===== config.mk =====
export PLATFORM = sky130hd
export DESIGN_NAME = ram_rd_streamer_flat
export DESIGN_NICKNAME = d
export VERILOG_FILES = /design/src/rtl/ram_rd_streamer_if.sv /design/src/rtl/ram_rd_streamer.sv /design/src/flat_wrapper.sv
export SDC_FILE = /design/constraint.sdc
export NUM_CORES = 1
export LEC_CHECK = 0
export CORE_UTILIZATION = 30
export DETAILED_ROUTE_END_ITERATION = 6
export PLACE_DENSITY = 0.51
export SLEW_MARGIN = 20
export SYNTH_ARGS = -nofsm -noshare
export SYNTH_HDL_FRONTEND = slang
export SYNTH_SLANG_ARGS = --single-unit

===== constraint.sdc =====
create_clock -name clk -period 4.32 [get_ports clk]
set_input_delay 0.648 -clock clk [delete_from_list [all_inputs] [get_ports clk]]
set_output_delay 0.648 -clock clk [all_outputs]
set_load 0.005 [all_outputs]

===== src/rtl/ram_rd_streamer_if.sv =====
`default_nettype none
// ============================================================================
//  ram_rd_streamer_if
//  Command, RAM read-port and output-stream signals of the RAM read streamer.
//  Revision: 1.0
// ============================================================================
interface ram_rd_streamer_if #(
  parameter int ADDR_WIDTH = 10,
  parameter int DATA_WIDTH = 64,
  parameter int LEN_WIDTH  = ADDR_WIDTH + 1
);
  logic                  cmd_vld;
  logic                  cmd_rdy;
  logic [ADDR_WIDTH-1:0] cmd_addr;
  logic [LEN_WIDTH-1:0]  cmd_len;
  logic                  ram_read_en;
  logic [ADDR_WIDTH-1:0] ram_addr_r;
  logic [DATA_WIDTH-1:0] ram_data_out;
  logic                  out_vld;
  logic                  out_rdy;
  logic [DATA_WIDTH-1:0] out_data;
  logic                  out_last;
  logic                  busy;

  modport master (
    input  cmd_vld, cmd_addr, cmd_len, ram_data_out, out_rdy,
    output cmd_rdy, ram_read_en, ram_addr_r, out_vld, out_data, out_last, busy
  );

  modport slave (
    output cmd_vld, cmd_addr, cmd_len, ram_data_out, out_rdy,
    input  cmd_rdy, ram_read_en, ram_addr_r, out_vld, out_data, out_last, busy
  );
endinterface
`default_nettype wire


===== src/rtl/ram_rd_streamer.sv =====
`default_nettype none
// ============================================================================
//  ram_rd_streamer
//  Turns a (base address, length) burst command into one RAM read per cycle
//  and streams the returned words out through a two-entry buffer.
//  Revision: 1.0
// ============================================================================
module ram_rd_streamer #(
  parameter int ADDR_WIDTH = 10,
  parameter int DATA_WIDTH = 64,
  parameter int LEN_WIDTH  = ADDR_WIDTH + 1
) (
  input  wire logic          clk,
  input  wire logic          rst_n,
  ram_rd_streamer_if.master  bus
);

  typedef enum logic [1:0] {
    ST_IDLE  = 2'd0,
    ST_READ  = 2'd1,
    ST_DRAIN = 2'd2
  } state_t;

  state_t                state_q, state_d;
  logic [ADDR_WIDTH-1:0] addr_q, addr_d;
  logic [LEN_WIDTH-1:0]  remaining_q, remaining_d;
  logic                  inflight_q, inflight_d;
  logic                  inflight_last_q, inflight_last_d;
  logic [DATA_WIDTH-1:0] fifo_data_q [2];
  logic [DATA_WIDTH-1:0] fifo_data_d [2];
  logic [1:0]            fifo_last_q, fifo_last_d;
  logic                  rd_ptr_q, rd_ptr_d;
  logic                  wr_ptr_q, wr_ptr_d;
  logic [1:0]            fifo_cnt_q, fifo_cnt_d;
  logic                  cmd_rdy_q, cmd_rdy_d;
  logic                  busy_q, busy_d;

  logic                  cmd_hs;
  logic                  out_vld;
  logic                  pop;
  logic                  push;
  logic                  issue;
  logic [2:0]            occupancy;

  assign cmd_hs    = bus.cmd_vld && cmd_rdy_q;
  assign out_vld   = (fifo_cnt_q != 2'd0);
  assign pop       = out_vld && bus.out_rdy;
  assign push      = inflight_q;
  assign occupancy = {1'b0, fifo_cnt_q} + {2'b00, inflight_q};

  // A pop this cycle frees a slot, so a read may be issued into it right away.
  assign issue = (state_q == ST_READ) && (remaining_q != '0) &&
                 (occupancy < (3'd2 + {2'b00, pop}));

  always_comb begin
    state_d         = state_q;
    addr_d          = addr_q;
    remaining_d     = remaining_q;
    inflight_d      = issue;
    inflight_last_d = issue && (remaining_q == LEN_WIDTH'(1));
    fifo_data_d     = fifo_data_q;
    fifo_last_d     = fifo_last_q;
    rd_ptr_d        = rd_ptr_q;
    wr_ptr_d        = wr_ptr_q;
    fifo_cnt_d      = fifo_cnt_q;

    if (push) begin
      fifo_data_d[wr_ptr_q] = bus.ram_data_out;
      fifo_last_d[wr_ptr_q] = inflight_last_q;
      wr_ptr_d              = ~wr_ptr_q;
    end
    if (pop) begin
      rd_ptr_d = ~rd_ptr_q;
    end
    case ({push, pop})
      2'b10:   fifo_cnt_d = fifo_cnt_q + 2'd1;
      2'b01:   fifo_cnt_d = fifo_cnt_q - 2'd1;
      default: fifo_cnt_d = fifo_cnt_q;
    endcase

    if (issue) begin
      addr_d      = addr_q + ADDR_WIDTH'(1);
      remaining_d = remaining_q - LEN_WIDTH'(1);
    end

    case (state_q)
      ST_IDLE: begin
        // Zero-length commands are consumed without leaving IDLE.
        if (cmd_hs && (bus.cmd_len != '0)) begin
          addr_d      = bus.cmd_addr;
          remaining_d = bus.cmd_len;
          state_d     = ST_READ;
        end
      end
      ST_READ: begin
        if (issue && (remaining_q == LEN_WIDTH'(1))) begin
          state_d = ST_DRAIN;
        end
      end
      ST_DRAIN: begin
        if (!inflight_q && (fifo_cnt_d == 2'd0)) begin
          state_d = ST_IDLE;
        end
      end
      default: state_d = ST_IDLE;
    endcase

    cmd_rdy_d = (state_d == ST_IDLE);
    busy_d    = (state_d != ST_IDLE);
  end

  always_ff @(posedge clk or negedge rst_n) begin
    if (!rst_n) begin
      state_q         <= ST_IDLE;
      addr_q          <= '0;
      remaining_q     <= '0;
      inflight_q      <= 1'b0;
      inflight_last_q <= 1'b0;
      fifo_data_q[0]  <= '0;
      fifo_data_q[1]  <= '0;
      fifo_last_q     <= 2'b00;
      rd_ptr_q        <= 1'b0;
      wr_ptr_q        <= 1'b0;
      fifo_cnt_q      <= 2'd0;
      cmd_rdy_q       <= 1'b1;
      busy_q          <= 1'b0;
    end else begin
      state_q         <= state_d;
      addr_q          <= addr_d;
      remaining_q     <= remaining_d;
      inflight_q      <= inflight_d;
      inflight_last_q <= inflight_last_d;
      fifo_data_q     <= fifo_data_d;
      fifo_last_q     <= fifo_last_d;
      rd_ptr_q        <= rd_ptr_d;
      wr_ptr_q        <= wr_ptr_d;
      fifo_cnt_q      <= fifo_cnt_d;
      cmd_rdy_q       <= cmd_rdy_d;
      busy_q          <= busy_d;
    end
  end

  assign bus.cmd_rdy     = cmd_rdy_q;
  assign bus.busy        = busy_q;
  assign bus.ram_read_en = issue;
  assign bus.ram_addr_r  = addr_q;
  assign bus.out_vld     = out_vld;
  assign bus.out_data    = fifo_data_q[rd_ptr_q];
  assign bus.out_last    = fifo_last_q[rd_ptr_q];

endmodule
`default_nettype wire


===== src/flat_wrapper.sv =====
// flat-port wrapper written by rule: the top's interface ports become plain ports
module ram_rd_streamer_flat 
#(
  parameter int ADDR_WIDTH = 10,
  parameter int DATA_WIDTH = 64,
  parameter int LEN_WIDTH  = ADDR_WIDTH + 1
)
  (clk, rst_n, bus_cmd_vld, bus_cmd_addr, bus_cmd_len, bus_ram_data_out, bus_out_rdy, bus_cmd_rdy, bus_ram_read_en, bus_ram_addr_r, bus_out_vld, bus_out_data, bus_out_last, bus_busy);
  ram_rd_streamer_if #(.ADDR_WIDTH(ADDR_WIDTH), .DATA_WIDTH(DATA_WIDTH), .LEN_WIDTH(LEN_WIDTH)) bus_i ();
  input  wire logic clk;
  input  wire logic rst_n;
  input wire logic [$bits(bus_i.cmd_vld)-1:0] bus_cmd_vld;
  input wire logic [$bits(bus_i.cmd_addr)-1:0] bus_cmd_addr;
  input wire logic [$bits(bus_i.cmd_len)-1:0] bus_cmd_len;
  input wire logic [$bits(bus_i.ram_data_out)-1:0] bus_ram_data_out;
  input wire logic [$bits(bus_i.out_rdy)-1:0] bus_out_rdy;
  output wire logic [$bits(bus_i.cmd_rdy)-1:0] bus_cmd_rdy;
  output wire logic [$bits(bus_i.ram_read_en)-1:0] bus_ram_read_en;
  output wire logic [$bits(bus_i.ram_addr_r)-1:0] bus_ram_addr_r;
  output wire logic [$bits(bus_i.out_vld)-1:0] bus_out_vld;
  output wire logic [$bits(bus_i.out_data)-1:0] bus_out_data;
  output wire logic [$bits(bus_i.out_last)-1:0] bus_out_last;
  output wire logic [$bits(bus_i.busy)-1:0] bus_busy;
  assign bus_i.cmd_vld = bus_cmd_vld;
  assign bus_i.cmd_addr = bus_cmd_addr;
  assign bus_i.cmd_len = bus_cmd_len;
  assign bus_i.ram_data_out = bus_ram_data_out;
  assign bus_i.out_rdy = bus_out_rdy;
  assign bus_cmd_rdy = bus_i.cmd_rdy;
  assign bus_ram_read_en = bus_i.ram_read_en;
  assign bus_ram_addr_r = bus_i.ram_addr_r;
  assign bus_out_vld = bus_i.out_vld;
  assign bus_out_data = bus_i.out_data;
  assign bus_out_last = bus_i.out_last;
  assign bus_busy = bus_i.busy;
  ram_rd_streamer #(.ADDR_WIDTH(ADDR_WIDTH), .DATA_WIDTH(DATA_WIDTH), .LEN_WIDTH(LEN_WIDTH)) u_core (.clk(clk), .rst_n(rst_n), .bus(bus_i));
endmodule

==> impl_results.md <==
- Run status: complete, no violations
- Die height: 158 um
- Post-synth EDFFs: 0
- # setup viols final: 0
- R2R Setup Slk: 1.97 ns
- Mapped cell area: 7280 um2
- Initial Utilization: 30.8%
- Final Critical Period: 3.21 ns
- PwrDens: 822 nW/um2
- Post-synth ARST share: 100%
- CTS Buf Count: 17
- Setup TNS: 0 ns
- Seq/Total Area, Yosys: 55.3%
- # diodes: 0
- Syn nets: 616
- Nets: 781
- Clk buf depth: 2
- Max-cap violations: 0
- DP HPWL: 11.5 mm
- Area delta synth->final: 36.5%
- Via count: 4,747
- Gr ovfl total: 0
- First-pass detailed-route iteration total: 4
- Drt drc: 0
- Syn avg cell area: 14.0 um2
- Port buffer count: 167
- Tcrit/Tclk final: 74.4%
- Netlist cell types: 43
- Filler Cells Inserted: 2,238
- RD Place Congestion: 0.764
- WP data arrival: 2.56 ns
- Critical path peak fanout: 14
- Slew headroom: 39.4%
- Post-Route M1 WL: 7.52 mm
- Hold WC Path Type: in -> async
- H-Tree Depth: 4
- Met3 wire length: 1.05 mm
- Clock skew: 0.00925 ns
- Post-DRT Antenna Nets: 0
- CTS tree: yes
- RSZ-0062 raised after global routing: false
- Crit Path Category: reg -> out
- Register Area: 4030 um2
- Total GRT Usage: 14.2%
- First-pass GRT wire length: 27.1 mm
- Yosys reg bits: 161
- WL final: 17.0 mm
- Clock slew at the register clock pins of the worst setup and hold paths: 0.06 ns
- Share of layout cells above drive strength 1: 35.8%
- Postcts setup bufs: 0
- Routed length per instance: 16.7 um
- Area of the multi-input gates: 3090 um2
- VDD IR max: 337 uV
- Fin util: 42.1%
- Max frequency: 311 MHz
- Synth warn: 0
- Insertion delay to the later sink of the worst-skew pair: 0.42 ns
- CP required: 3.67 ns
- Top Layer Used: met4
- # rows: 56
- Largest net degree at the start of global routing: 99
- Post-CTS Hold Buffers: 0
- Measured slew at the worst slew-check pin: 0.909 ns
- Die area: 24,900 um2
- Worst setup EP type: primary output
- Fin. Hold Viols: 0
- Met2 wire length: 8.19 mm
- PostCTS Resize Cnt: 0
- Vias/cell: 4.66
- Vias in the first global route: 5,198
- Dominant synthesized flop cell: dfrtp_1
- LEAKAGE: 4.04 nW
- Final Max Slew Viols: 0
- Initial antenna violation count: 0
- CTS Root Cell: clkbuf_16
- TritonCTS Sinks: 161
- Worst setup SP type: flip-flop
- # IOs: 168
- Core ar.: 23,600 um2
- Die W: 158 um
- Syn Inst Count: 521
- Detailed Route Iter0 Violations: 95
[worst max-delay path, cell delays in order (launching register included)]
cell and delay, ns:
dfrtp_1 0.45, ha_1 0.36, o21ai_4 0.35, nand3_2 0.32, inv_1 0.15, clkdlybuf4s50_1 0.51
[layer usage]
metal / up-vias / GRT usage (%)
met1: 2404 / 17.4
li1: 2201 / -
met2: 126 / 24.1
met3: 16 / 3.53
met5: - / 0
met4: 0 / 4.81
[Yosys cell counts (2+ instances only)]
master    count  area [um2]
buf_6         2        22.5
xor2_1       13         114
and2_1        2        12.5
nand4_1      10        62.6
nand2b_1      2        12.5
buf_2        17        85.1
mux2i_1       2        20.0
o21ai_0       5        25.0
nor4_1        3        18.8
or3_1         5        31.3
xnor2_1       4        35.0
nand2_1       2        7.51
mux2_2      197        2220
dfrtp_1     160        4000
a21oi_1      13        65.1
and3_1        5        31.3
o31ai_1       2        15.0
ha_1          6        75.1
nor2_1       23        86.3
clkbuf_1      9        33.8
inv_1         7        26.3
nand3_1       6        30.0
a31oi_1       6        37.5
[placed cells by master, fill, tap and decap left out, types with 2 or more instances in the layout]
master,count
a31oi_1,6
o21ai_0,5
dfrtp_1,159
nand2b_1,2
mux2_2,197
bufinv_16,4
xor2_1,13
inv_6,2
nand4_1,10
clkinvlp_4,4
nor2_1,22
inv_8,2
and2_1,2
mux2i_1,2
o31ai_1,2
nor4_1,3
inv_1,7
ha_1,6
or3_1,5
a21oi_1,13
buf_4,6
xnor2_1,4
nand3_1,6
clkdlybuf4s50_1,166
buf_12,2
clkbuf_16,17
and3_1,5
[sequential cells by signal (all words and copies together), names as in the netlist]
signal and count:
u_core.inflight_q 1, u_core.bus.busy 1, u_core.inflight_last_q 1, u_core.fifo_data_q 128
u_core.fifo_cnt_q 2, u_core.wr_ptr_q 1, u_core.rd_ptr_q 1, u_core.bus.ram_addr_r 10
u_core.state_q 2, u_core.fifo_last_q 2, u_core.bus.cmd_rdy 1, u_core.remaining_q 11
[through the flow]
| stage | std cells | hold slack [ns] | power [mW] | cell area, um2 | setup WS [ns] |
|---|---|---|---|---|---|
| floorplan | 521 | 0.352 | 4.91 | 7280 | 2.22 |
| global placement | 986 | 0.481 | 6.52 | 9300 | 1.14 |
| detailed placement | 986 | 0.488 | 6.63 | 9300 | 1.14 |
| CTS | 1018 | 0.364 | 8.31 | 9950 | 1.07 |
| global route | 1018 | 0.383 | 8.73 | 9950 | 0.930 |
| finish | 1018 | 0.317 | 8.17 | 9950 | 1.11 |
[final cells by class]
class	instances	share of cell area, %
inverters	7	0.264
repair buffers	175	17.7
multi-input cells	324	31.1
clock buffers	19	4.45
clock inverters	13	2.00
flip-flops and latches	161	40.5
well taps	319	4.01
[final timing paths]
kind                       depth (start not counted)                endpoint                   start
max                                                5         bus_ram_read_en    u_core.fifo_cnt_q[0]
min                                                1  u_core.fifo_data_q[47]                   rst_n
max reg2reg                                        8   u_core.remaining_q[7]    u_core.fifo_cnt_q[0]
min reg2reg                                        1  u_core.fifo_data_q[48]  u_core.fifo_data_q[48]
max in group asynchronous                          2  u_core.fifo_data_q[99]                   rst_n
min in group clk                                   1  u_core.fifo_data_q[48]  u_core.fifo_data_q[48]
[where the power goes]
group	leakage (nW)	internal, mW	total (mW)	switching (mW)
clock	0.300	0.996	1.63	0.631
combinational	1.85	2.41	3.77	1.37
sequential	1.89	2.28	2.77	0.496
total	4.04	5.68	8.17	2.49
[kinds of logic after synthesis]
kind of cell             synth area share [%]
AO/OA/AOI/OAI                            2.65
XOR/XNOR                                 2.04
adder cells (fa/ha/maj)                  1.03
buffers and inverters                    2.40
flip-flops                               55.3
multiplexers                             30.7
AND/OR/NAND/NOR                          5.82
Power figures use the tool's default switching activity.
